[src/rtl/apb_pkg.sv]
// Shared types and constants for the APB3 register completer.
package apb_pkg;

    // Bus-side FSM: IDLE waits for a setup phase, ACCESS counts wait states
    // and completes the transfer.
    typedef enum logic {
        IDLE   = 1'b0,
        ACCESS = 1'b1
    } apb_state_e;

    // Byte offsets of the fixed registers; everything from SCRATCH_BASE up is scratch.
    localparam logic [31:0] ID_OFF       = 32'h0000_0000;
    localparam logic [31:0] CTRL_OFF     = 32'h0000_0004;
    localparam logic [31:0] STATUS_OFF   = 32'h0000_0008;
    localparam logic [31:0] SCRATCH_BASE = 32'h0000_000C;

    localparam logic [31:0] ID_VALUE_DEFAULT = 32'hA9B0_0001;

    localparam int WAIT_W = 4;
    localparam int CNT_W  = 16;

    // Increment that sticks at all-ones instead of wrapping.
    function automatic logic [CNT_W-1:0] sat_inc(input logic [CNT_W-1:0] v);
        return (v == {CNT_W{1'b1}}) ? v : v + {{(CNT_W-1){1'b0}}, 1'b1};
    endfunction

endpackage

[src/rtl/apb_regbank.sv]
// Register bank behind the APB completer: address decode, error detection,
// ID/CTRL/STATUS/scratch storage and the saturating transfer counters.
// rd_data_o and err_o are purely combinational from the address, direction and
// stored state; the bank only changes state on a commit pulse.
module apb_regbank
    import apb_pkg::*;
#(
    parameter int                 NUM_REGS     = 16,
    parameter logic [WAIT_W-1:0]  WAIT_DEFAULT = '0,
    parameter logic [31:0]        ID_VALUE     = ID_VALUE_DEFAULT
) (
    input  logic               PCLK,
    input  logic               PRESETn,
    input  logic [31:0]        addr_i,
    input  logic               write_i,
    input  logic [31:0]        wdata_i,
    input  logic               commit_i,
    output logic [31:0]        rd_data_o,
    output logic               err_o,
    output logic [WAIT_W-1:0]  wait_o
);

    localparam int          IDX_W       = $clog2(NUM_REGS);
    localparam logic [31:0] ADDR_LIMIT  = 32'(NUM_REGS * 4);
    localparam logic [IDX_W-1:0] ID_IDX      = ID_OFF[IDX_W+1:2];
    localparam logic [IDX_W-1:0] CTRL_IDX    = CTRL_OFF[IDX_W+1:2];
    localparam logic [IDX_W-1:0] STATUS_IDX  = STATUS_OFF[IDX_W+1:2];
    localparam logic [IDX_W-1:0] SCRATCH_IDX = SCRATCH_BASE[IDX_W+1:2];

    logic [WAIT_W-1:0] ctrl_wait_q, ctrl_wait_d;
    logic [CNT_W-1:0]  wr_cnt_q,    wr_cnt_d;
    logic [CNT_W-1:0]  err_cnt_q,   err_cnt_d;
    logic [31:0]       scratch_q [NUM_REGS];
    logic [31:0]       scratch_d [NUM_REGS];

    logic [IDX_W-1:0]  idx;
    logic              misalign;
    logic              out_of_range;
    logic              ro_write;
    logic              is_scratch;

    // Word index and error classification. Out-of-range addresses alias onto
    // idx, but err_o masks every effect of that aliasing.
    always_comb begin
        idx          = addr_i[IDX_W+1:2];
        misalign     = |addr_i[1:0];
        out_of_range = (addr_i >= ADDR_LIMIT);
        ro_write     = write_i && ((idx == ID_IDX) || (idx == STATUS_IDX));
        is_scratch   = (idx >= SCRATCH_IDX);
        err_o        = misalign | out_of_range | ro_write;
    end

    // Read mux; only the top gates this onto PRDATA, so no PWDATA path exists.
    always_comb begin
        rd_data_o = '0;
        if (idx == ID_IDX) begin
            rd_data_o = ID_VALUE;
        end else if (idx == CTRL_IDX) begin
            rd_data_o = {{(32-WAIT_W){1'b0}}, ctrl_wait_q};
        end else if (idx == STATUS_IDX) begin
            rd_data_o = {err_cnt_q, wr_cnt_q};
        end else if (is_scratch) begin
            rd_data_o = scratch_q[idx];
        end
    end

    // Next-state for storage and counters; only a commit changes anything.
    always_comb begin
        ctrl_wait_d = ctrl_wait_q;
        wr_cnt_d    = wr_cnt_q;
        err_cnt_d   = err_cnt_q;
        scratch_d   = scratch_q;
        if (commit_i) begin
            if (err_o) begin
                err_cnt_d = sat_inc(err_cnt_q);
            end else if (write_i) begin
                wr_cnt_d = sat_inc(wr_cnt_q);
                if (idx == CTRL_IDX) begin
                    ctrl_wait_d = wdata_i[WAIT_W-1:0];
                end else if (is_scratch) begin
                    scratch_d[idx] = wdata_i;
                end
            end
        end
    end

    // Register state with asynchronous active-low reset.
    always_ff @(posedge PCLK or negedge PRESETn) begin
        if (!PRESETn) begin
            ctrl_wait_q <= WAIT_DEFAULT;
            wr_cnt_q    <= '0;
            err_cnt_q   <= '0;
            for (int i = 0; i < NUM_REGS; i++) begin
                scratch_q[i] <= '0;
            end
        end else begin
            ctrl_wait_q <= ctrl_wait_d;
            wr_cnt_q    <= wr_cnt_d;
            err_cnt_q   <= err_cnt_d;
            scratch_q   <= scratch_d;
        end
    end

    assign wait_o = ctrl_wait_q;

endmodule

[src/rtl/apb_completer_regs.sv]
// APB3 completer with programmable wait states in front of apb_regbank.
//
//  state  | meaning
//  -------+--------------------------------------------------------------
//  IDLE   | no transfer in flight; a setup phase loads the wait counter
//  ACCESS | access phase; PREADY rises once the wait counter reaches 0
//
// The wait counter is loaded at setup, so a CTRL.WAIT write only affects the
// following transfer. Dropping PSEL during ACCESS aborts without side effects.
module apb_completer_regs
    import apb_pkg::*;
#(
    parameter int                 NUM_REGS     = 16,
    parameter logic [WAIT_W-1:0]  WAIT_DEFAULT = '0,
    parameter logic [31:0]        ID_VALUE     = ID_VALUE_DEFAULT
) (
    input  logic         PCLK,
    input  logic         PRESETn,
    input  logic         PSEL,
    input  logic         PENABLE,
    input  logic         PWRITE,
    input  logic [31:0]  PADDR,
    input  logic [31:0]  PWDATA,
    output logic [31:0]  PRDATA,
    output logic         PREADY,
    output logic         PSLVERR
);

    apb_state_e        state_q, state_d;
    logic [WAIT_W-1:0] wait_cnt_q, wait_cnt_d;

    logic [31:0]       rd_data;
    logic              err;
    logic [WAIT_W-1:0] ctrl_wait;
    logic              complete;
    logic              commit;

    apb_regbank #(
        .NUM_REGS     (NUM_REGS),
        .WAIT_DEFAULT (WAIT_DEFAULT),
        .ID_VALUE     (ID_VALUE)
    ) u_regbank (
        .PCLK      (PCLK),
        .PRESETn   (PRESETn),
        .addr_i    (PADDR),
        .write_i   (PWRITE),
        .wdata_i   (PWDATA),
        .commit_i  (commit),
        .rd_data_o (rd_data),
        .err_o     (err),
        .wait_o    (ctrl_wait)
    );

    // Completion is a function of registered state only; commit also needs PSEL
    // so an abort landing on the final access cycle still has no side effects.
    assign complete = (state_q == ACCESS) && (wait_cnt_q == '0);
    assign commit   = complete && PSEL;

    // FSM next-state and wait-counter control.
    always_comb begin
        state_d    = state_q;
        wait_cnt_d = wait_cnt_q;
        case (state_q)
            IDLE: begin
                if (PSEL && !PENABLE) begin
                    state_d    = ACCESS;
                    wait_cnt_d = ctrl_wait;
                end
            end
            ACCESS: begin
                if (!PSEL) begin
                    state_d    = IDLE;
                    wait_cnt_d = '0;
                end else if (wait_cnt_q != '0) begin
                    wait_cnt_d = wait_cnt_q - {{(WAIT_W-1){1'b0}}, 1'b1};
                end else begin
                    state_d = IDLE;
                end
            end
            default: begin
                state_d    = IDLE;
                wait_cnt_d = '0;
            end
        endcase
    end

    // FSM and wait-counter registers.
    always_ff @(posedge PCLK or negedge PRESETn) begin
        if (!PRESETn) begin
            state_q    <= IDLE;
            wait_cnt_q <= '0;
        end else begin
            state_q    <= state_d;
            wait_cnt_q <= wait_cnt_d;
        end
    end

    // Response outputs, forced to 0 outside the completing cycle.
    always_comb begin
        PREADY  = complete;
        PSLVERR = complete && err;
        PRDATA  = (complete && !PWRITE && !err) ? rd_data : 32'h0;
    end

endmodule

[config.mk]
export PLATFORM = sky130hd
export DESIGN_NAME = apb_completer_regs
export DESIGN_NICKNAME = d
export VERILOG_FILES = /design/src/rtl/apb_pkg.sv /design/src/rtl/apb_regbank.sv /design/src/rtl/apb_completer_regs.sv
export SDC_FILE = /design/constraint.sdc
export NUM_CORES = 1
export LEC_CHECK = 0
export CAP_MARGIN = 20
export CORE_MARGIN = 4
export CORE_UTILIZATION = 60
export DETAILED_ROUTE_END_ITERATION = 10
export PLACE_DENSITY = 0.79
export SYNTH_ARGS = -nofsm -noshare
export SYNTH_HDL_FRONTEND = slang
export SYNTH_HIERARCHICAL = 1
export SYNTH_SLANG_ARGS = --single-unit
[constraint.sdc]
create_clock -name PCLK -period 8.6 [get_ports PCLK]
set_input_delay 1.72 -clock PCLK [delete_from_list [all_inputs] [get_ports PCLK]]
set_output_delay 1.72 -clock PCLK [all_outputs]
set_load 0.02 [all_outputs]
Word level (Yosys, flattened, before mapping)
Index checks and enable logic that the tools add are counted.
- output and inout port bits: 34
- word-level logic and storage cells: 82
- register bits: 553
- bits of input ports: 69
- $add $sub $neg: 3
- equality and inequality tests: 6
- multiplexer cells: 19
- magnitude comparators: 4
- reductions and logical operators: 21
- bitwise gates (word level): 8
- operator list (cell ; count):
    512-bit bitwise mux ; 1
    32-bit 2-to-1 mux ; 8
    32-bit binary-select mux with 4-bit select ; 1
    32-bit demux with 4-bit select ; 1
    16-bit by 1-bit adder with 16-bit output, second input constant ; 2
    16-bit equality test, second input constant ; 2
    32-bit by 7-bit greater-or-equal comparator with 1-bit output, second input constant ; 1
    4-bit 2-to-1 mux ; 3
    1-bit logical AND ; 8
    4-bit zero test ; 2
    4-bit one-hot mux with 2 select lines ; 1
    4-bit AND reduction ; 2
    5-bit greater-or-equal comparator, second input constant ; 1
    5-bit by 1-bit < comparator with 1-bit output, second input constant ; 1
    1-bit inverter ; 5
    4-bit inverter with 5-bit output ; 1
    5-bit AND reduction ; 1
    4-bit by 1-bit equality test with 1-bit output, second input constant ; 1
    4-bit by 2-bit equality test with 1-bit output, second input constant ; 1
    4-bit by 2-bit greater-or-equal comparator with 1-bit output, second input constant ; 1
    4-bit nonzero test ; 1
    4-bit by 1-bit subtractor with 4-bit output, second input constant ; 1
    1-bit zero test ; 3
    1-bit 2-to-1 mux ; 3
    other kinds (8) ; 9

Longest topological paths before layout
Gate-level depths: netlist of run 1.
- word-level depth: 9
- gate-level depth with buffers: 10
- mapped depth without buffers: 8

Hierarchy
Netlist of run 1, hierarchy kept.
- by module, submodules not included (module ; area each (um2) ; times used ; cells an instance ; sequential area each (um2)):
    apb_regbank ; 20737.4 ; 1 ; 1358 ; 11310.8
    apb_completer_regs ; 661.9 ; 1 ; 73 ; 125.1

Worst setup path before layout of run 1
Ideal clock, no wire load.
- path kind: input port to output port
- start point: input PADDR[2]
- end point: output PRDATA[13]
- arrival time: 3.935 ns
- cell stages on the path: 7
- slack: 2.945 ns
- path through: clkbuf_1 -> buf_1 -> buf_1 -> mux4_2 -> a22oi_1 -> nand2_1 -> and2_2
- word-level cells in the longest chain between the ends: 9
- elaborated cells on any way between the ends: 20
- ends and longest elaborated chain (element ; RTL line ; RTL):
    start, declared ; apb_completer_regs.sv:22 ; input logic [31:0] PADDR,
    4-bit inverter with 5-bit output (implied by the code) ; apb_regbank.sv:63 ; rd_data_o = scratch_q[idx];
    32-bit binary-select mux with 4-bit select ; apb_regbank.sv:63 ;
    32-bit 2-to-1 mux (implied by the code) (2 in series) ; apb_regbank.sv:63 ;
    32-bit 2-to-1 mux ; apb_regbank.sv:62 ; end else if (is_scratch) begin
    32-bit 2-to-1 mux ; apb_regbank.sv:60 ; end else if (idx == STATUS_IDX) begin
    32-bit 2-to-1 mux ; apb_regbank.sv:58 ; end else if (idx == CTRL_IDX) begin
    32-bit 2-to-1 mux * ; apb_regbank.sv:56 ; if (idx == ID_IDX) begin
    net rd_data[13] ; apb_completer_regs.sv:32 ; logic [31:0] rd_data;
    32-bit 2-to-1 mux * ; apb_completer_regs.sv:102 ; PRDATA = (complete && !PWRITE && !err) ? rd_data : 32'h0;
    end, declared ; apb_completer_regs.sv:24 ; output logic [31:0] PRDATA,
The timed path passes the listed nets; every way through them passes the cells marked *. The select of a mux whose other input is x is not followed.

Final worst setup path of run 1
- start point: input PADDR[28]
- end point: output PRDATA[6]
- word-level cells in the longest chain between the ends: 6
- ends and longest elaborated chain (element ; RTL line ; RTL):
    32-bit by 7-bit greater-or-equal comparator with 1-bit output ; apb_regbank.sv:47 ; out_of_range = (addr_i >= ADDR_LIMIT);
    1-bit bitwise OR (2 in series) ; apb_regbank.sv:50 ; err_o = misalign | out_of_range | ro_write;
    net err ; apb_completer_regs.sv:33 ; logic err;
    1-bit zero test ; apb_completer_regs.sv:102 ;
    1-bit logical AND ; apb_completer_regs.sv:102 ;
    32-bit 2-to-1 mux ; apb_completer_regs.sv:102 ;
The timed path passes the listed nets, and every way through them passes these cells.

==> results of run 1 <==
[per-stage QoR]
stage | instance area (sq um) | util
finish | 24260 | 0.6954
CTS | 24260 | 0.6954
global route | 24260 | 0.6954
global placement | 22700 | 0.6508
detailed placement | 22700 | 0.6508
floorplan | 21400 | -
[routing by layer]
layer,vias to the layer above,track usage,share of wire,routed length [um]
li1,5391,-,-,-
met1,6804,0.3635,0.42,20950
met2,365,0.4333,0.51,25100
met3,81,0.03521,0.049,2453
met4,2,0.06626,0.024,1182
met5,-,0,0.00024,12
[worst min path at each step]
| stage | end | from | slack, ns | depth (start not counted) |
|---|---|---|---|---|
| after floorplan | u_regbank/wr_cnt_q[15] | u_regbank/wr_cnt_q[15] | 0.45 | 1 |
| after global placement | u_regbank/wr_cnt_q[15] | u_regbank/wr_cnt_q[15] | 0.46 | 1 |
| after detailed placement | u_regbank/wr_cnt_q[15] | u_regbank/wr_cnt_q[15] | 0.47 | 1 |
| after CTS | u_regbank/wr_cnt_q[15] | u_regbank/wr_cnt_q[15] | 0.48 | 1 |
| after global routing | u_regbank/wr_cnt_q[15] | u_regbank/wr_cnt_q[15] | 0.49 | 1 |
| final | u_regbank/wr_cnt_q[15] | u_regbank/wr_cnt_q[15] | 0.48 | 1 |
[flip-flops by register name (all words and copies together) (netlist names)]
name,cells
u_regbank/wr_cnt_q,16
u_regbank/wait_o,4
u_regbank/scratch_q,416
u_regbank/err_cnt_q,16
state_q,1
wait_cnt_q,4
[cells in the mapped netlist (all sizes together) (3+ instances only)]
cell type  instances  area, sq um
dfrtp            457        11440
mux2             443         4989
mux4             107         2410
clkbuf            63        236.5
buf               59        354.1
nand2             49        186.4
a22oi             41        307.8
and2              34        247.7
xnor2             21        183.9
nor2              18        67.56
nor3              16        91.34
nand3             14        70.07
nand4             11        68.82
xor2              10        87.58
a21oi              9        45.04
inv                9        33.78
and3               7        45.05
nor4               7        58.81
or4                7        56.30
mux2i              6        60.06
and4               5        43.79
nand2b             5        31.28
ha                 4        50.05
nor2b              4        25.02
o21ai              4        20.02
a211oi             3        22.52
[layout make-up]
class / count / area (sq um)
Sequential cell: 457 / 11440
Clock buffer: 60 / 1318
Fill cell: 2405 / 10630
Inverter: 9 / 33.78
Tap cell: 455 / 569.3
Multi-Input combinational cell: 843 / 9409
Clock inverter: 22 / 237.7
Timing Repair Buffer: 129 / 1255
[critical path, cell delays in order]
cell and delay (ns):
clkdlybuf4s50_1 0.39, or4_1 0.57, nor4_4 0.45, nand2_2 0.28
nor3_4 0.68, buf_4 0.40, and2_2 0.19, clkdlybuf4s50_1 0.60
[logic make-up after synthesis]
family          synth area share
mux                       0.3485
flops                     0.5344
simple gates             0.05110
buf+inv                  0.02918
compound gates           0.02175
xor+xnor                 0.01269
fa+ha+maj               0.002339
[power groups by stage]
| stage | registers (uW) | clock network, uW | logic, uW |
|---|---|---|---|
| global placement | 2220 | 0 | 216 |
| detailed placement | 2220 | 0 | 220 |
| global route | 2180 | 2160 | 239 |
| floorplan | 2220 | 0 | 102 |
| CTS | 2180 | 2080 | 220 |
| finish | 2180 | 2040 | 217 |
==> impl_metrics.ini, run 1 <==
[final_layout]
final_common_cell = dfrtp_1
final_layout_size_suffix_gt1_frac = 0.4388
finalNetCount = 1560
final_cell_mix = 457 x dfrtp_1, 401 x mux2_2, 107 x mux4_2
final-instance-count-excl-fill = 1975
antenna_cells = 0
areaGrowthSynthToFinish_pct = 13.36

[setup_path]
worstPathMaxFanout = 19
worstReg2RegEnd = u_regbank/scratch_q[27]
critPathCapture = PRDATA[6]
r2r-start = wait_cnt_q[0]
required_ns = 6.88
setup.worst_path.start_class = input port
end_kind = output port
r2r_cells = 9
crit_start = PADDR[28]
crit_arrival_ns = 5.31
critPathKind = in2out
reg2reg_setup_slack_ns = 4.90

[routing]
antenna_left = 0
firstDrtPassIters = 5
vias = 12640
drt_iter0_markers = 756
routed_via_density = 6.402
drt-total-wl_mm = 49.71
wl_per_cell_um = 25.17
drcViolationCount = 0

[clock_tree]
clock_sinks = 457
cts_buffer_depth = 3
hold_buffers = 0
insertion_delay_ns = 0.54
cts_htree_levels = 2
clk_pin_slew_ns = 0.06
cts_tree = yes
ctsResizeCount = 0
cts_buffers = 47
post_cts_buffers = 0
ctsRootBufferMaster = clkbuf_16

[sta]
final_max_slew_viol_count = 0
rsz0062_at_grt = no
setup_viol = 0
clock_skew_ns = 0.01628
maxSlewHeadroom = 0.1995
holdWs_ns = 0.4824
fmax_mhz = 142.2
period_needed_ns = 7.030
final.setup.tns_ns = 0
worst_slack_ns = 1.570
fin_crit_sh = 0.8175
worst_pin_slew_ns = 1.201
hold_viol = 0

[logic_synthesis]
synth_edf_count = 0
ys_seq_elements = 457
synthFlopType = dfrtp_1
synth_area_sq_mm = 0.02140
synth-async-reset-ratio = 1.000
yosys_warnings = 6
ys_types = 48
synth_nets = 1504
syn_inst = 1431
seq_area_frac_synth = 0.5344
synth.avg_cell_area_sq_um = 14.95

[die]
rows = 68
io_pins = 103
die_y_um = 196.9
die_x_um = 196.9
initial_utilization = 0.6135
core_area_sq_mm = 0.03488
die_area_sq_mm = 0.03875

[status]
status = complete, no violations

[power_and_ir_drop]
vdd_drop_max_uv = 157.3
p_total_uw = 4440
combPwrFrac = 0.049
p_per_area_mw_per_mm2 = 183.0
p_seq_frac = 0.492
p_clk_frac = 0.459
p_leak_uw = 0.01161
power.switching_uw = 971.1
p_sw_frac = 0.2187
p_int_uw = 3468

[global_route]
grtUsageTotal = 0.2581
grt_pass1_vias = 13410
overflow = 0
grt_pass1_wl_mm = 78.00
grt_max_degree = 169
antenna_found_initial = 2

[placement]
place_ws_ns = 1.537
dp.cells = 1893
io_buffers = 102
gp_congestion = 0.7642
dp_hpwl_mm = 28.91

[run]
cap_violations = 0

[min_path]
hp-class = reg2reg
(Power assumes the default switching activity.)
==> inputs of run 2 (changes only) <==
==> constraint.sdc (replaced) <==
create_clock -name PCLK -period 6.74 [get_ports PCLK]
set_input_delay 1.348 -clock PCLK [delete_from_list [all_inputs] [get_ports PCLK]]
set_output_delay 1.348 -clock PCLK [all_outputs]
set_load 0.02 [all_outputs]
==> run 2 against run 1 <==
Sequential power grew 28%. Total power grew 29%. Hold slack lost 0.0016 ns. Flip-flop and latch count is the same. Combinational power grew 29%. Utilization grew 0.34 points. Setup slack lost 0.70 ns. Largest cell class unchanged. Largest power group unchanged.
==> impl_metrics.ini, run 2 (synthesis results as in run 1) <==
[setup_path]
setup.worst_path.start_class = input port
cp_num_cells = 8
cpMaxStageDelayCell = clkdlybuf4s50_1
critPathKind = in2out
required_ns = 5.39
r2r_cells = 8
r2r-start = wait_cnt_q[0]
critPathCapture = PRDATA[16]
crit_chain = clkdlybuf4s50_1 -> or4_1 -> nor4_4 -> nand2_2 -> nor3_4 -> buf_12 -> and2_2 -> clkdlybuf4s50_1
crit_path_frequent_cell = clkdlybuf4s50_1
worstPathMaxFanout = 25
worstReg2RegEnd = u_regbank/scratch_q[387]
crit_arrival_ns = 4.52
crit_family = simple AND/OR/NAND/NOR gates
crit_start = PADDR[28]
crit_buf_inv = 3
end_kind = output port
reg2reg_setup_slack_ns = 3.27
cp_slowest_stage_delay_ns = 0.60

[final_layout]
final_common_cell = dfrtp_1
areaGrowthSynthToFinish_pct = 13.92
regMostFlops = u_regbank/scratch_q
nFillCells = 2325
finalNetCount = 1572
largest_register_ffs = 416
largestRegisters = u_regbank/scratch_q: 416 flops, u_regbank/err_cnt_q: 16 flops, u_regbank/wr_cnt_q: 16 flops
final_layout_size_suffix_gt1_frac = 0.4369
antenna_cells = 0
post-route-cell-area_sq_mm = 0.02438
final_cell_mix = 457 x dfrtp_1, 401 x mux2_2, 107 x mux4_2
final_core_util = 0.6988

[clock_tree]
post_cts_buffers = 0
insertion_delay_ns = 0.56
cts_buffers = 48
ctsResizeCount = 0
ctsRootBufferMaster = clkbuf_16
cts_htree_levels = 2
cts_buffer_depth = 3
hold_buffers = 0
clk_pin_slew_ns = 0.06
clock_sinks = 457
cts_tree = yes

[sta]
setup_viol = 0
fin_crit_sh = 0.8707
maxSlewHeadroom = 0.2747
worst_slack_ns = 0.8712
rsz0062_at_grt = no
final.setup.tns_ns = 0
period_needed_ns = 5.869
final_max_slew_viol_count = 0
worst_pin_slew_ns = 1.078
hold_viol = 0
clock_skew_ns = 0.01851
fmax_mhz = 170.4

[min_path]
hp-class = reg2reg
hold_path_startpoint = u_regbank/wr_cnt_q[15]

[die]
initial_utilization = 0.6135
core_area_sq_mm = 0.03488
die_area_sq_mm = 0.03875
die_y_um = 196.9
io_pins = 103
die_x_um = 196.9
rows = 68

[global_route]
grtUsageTotal = 0.2668
grt_pass1_wl_mm = 80.36
grt_max_degree = 158
grt_pass1_vias = 13560
antenna_found_initial = 0
overflow = 0

[placement]
dp_hpwl_mm = 30.44
gp_congestion = 0.7906
postPlaceCellArea_sq_mm = 0.02282
io_buffers = 102
place_ws_ns = 0.8308

[routing]
drt_iter0_markers = 802
firstDrtPassIters = 5
drcViolationCount = 0
antenna_left = 0
vias = 12660
routed_via_density = 6.379
wl_per_cell_um = 25.46
drt-total-wl_mm = 50.50

[power_and_ir_drop]
p_per_area_mw_per_mm2 = 234.3
p_leak_uw = 0.01164
vdd_drop_max_uv = 186.1

[status]
status = complete, no violations

[run]
cap_violations = 0
run 2: cell types whose count changed in the layout (fill, tap and decap cells not counted), sizes merged:
cell / previous run / this run
clkinvlp: 1 / 2
buf: 29 / 40
clkbuf: 61 / 71
clkinv: 16 / 3
run 2: layout make-up:
cell class	count	area, sq um	area share
clock inverters	10	183.9	0.007545
repair buffers	140	1375	0.05641
multi-input cells	843	9404	0.3858
flip-flops and latches	457	11440	0.4691
clock buffers	70	1375	0.05641
inverters	9	33.78	0.001386
well taps	455	569.3	0.02335
run 2: per-stage QoR:
stage               hold WS [ns]  total power, uW  cells
finish                    0.4808             5711   1984
global route              0.4857             5908   1984
CTS                       0.4782             5758   1984
detailed placement        0.4654             3122   1904
global placement          0.4590             3117   1904
floorplan                 0.4454             2959   1431
run 2: metal layers:
metal  global-route usage  wire length [um]  up-vias
met5                    0                 0        -
met4              0.06677              1166        0
met3              0.04171              2856       83
met2               0.4430             25040      364
met1               0.3772             21440     6785
li1                     -                 -     5424
run 2: worst min-delay path by stage:
stage	cells after the start	slack, ns	endpoint
3_3_place_gp	1	0.46	u_regbank/wr_cnt_q[15]
2_1_floorplan	1	0.45	u_regbank/wr_cnt_q[15]
4_1_cts	1	0.48	u_regbank/wr_cnt_q[15]
6_report	1	0.48	u_regbank/wr_cnt_q[15]
5_1_grt	1	0.49	u_regbank/wr_cnt_q[15]
3_5_place_dp	1	0.47	u_regbank/wr_cnt_q[15]
run 2: report_power, final:
group,switching [uW],internal (uW),total (uW)
logic,179,102,281
clock network,1050,1590,2640
registers,29.1,2760,2790
==> inputs of run 3 (changes only) <==
--- a/config.mk
+++ b/config.mk
@@ -9,6 +9,7 @@
 export CORE_MARGIN = 4
 export CORE_UTILIZATION = 60
 export DETAILED_ROUTE_END_ITERATION = 10
+export GPL_ROUTABILITY_DRIVEN = 0
 export PLACE_DENSITY = 0.79
 export SYNTH_ARGS = -nofsm -noshare
 export SYNTH_HDL_FRONTEND = slang
==> results of run 3 <==
The final DEF is identical to that of run 2; final timing and power are the same.
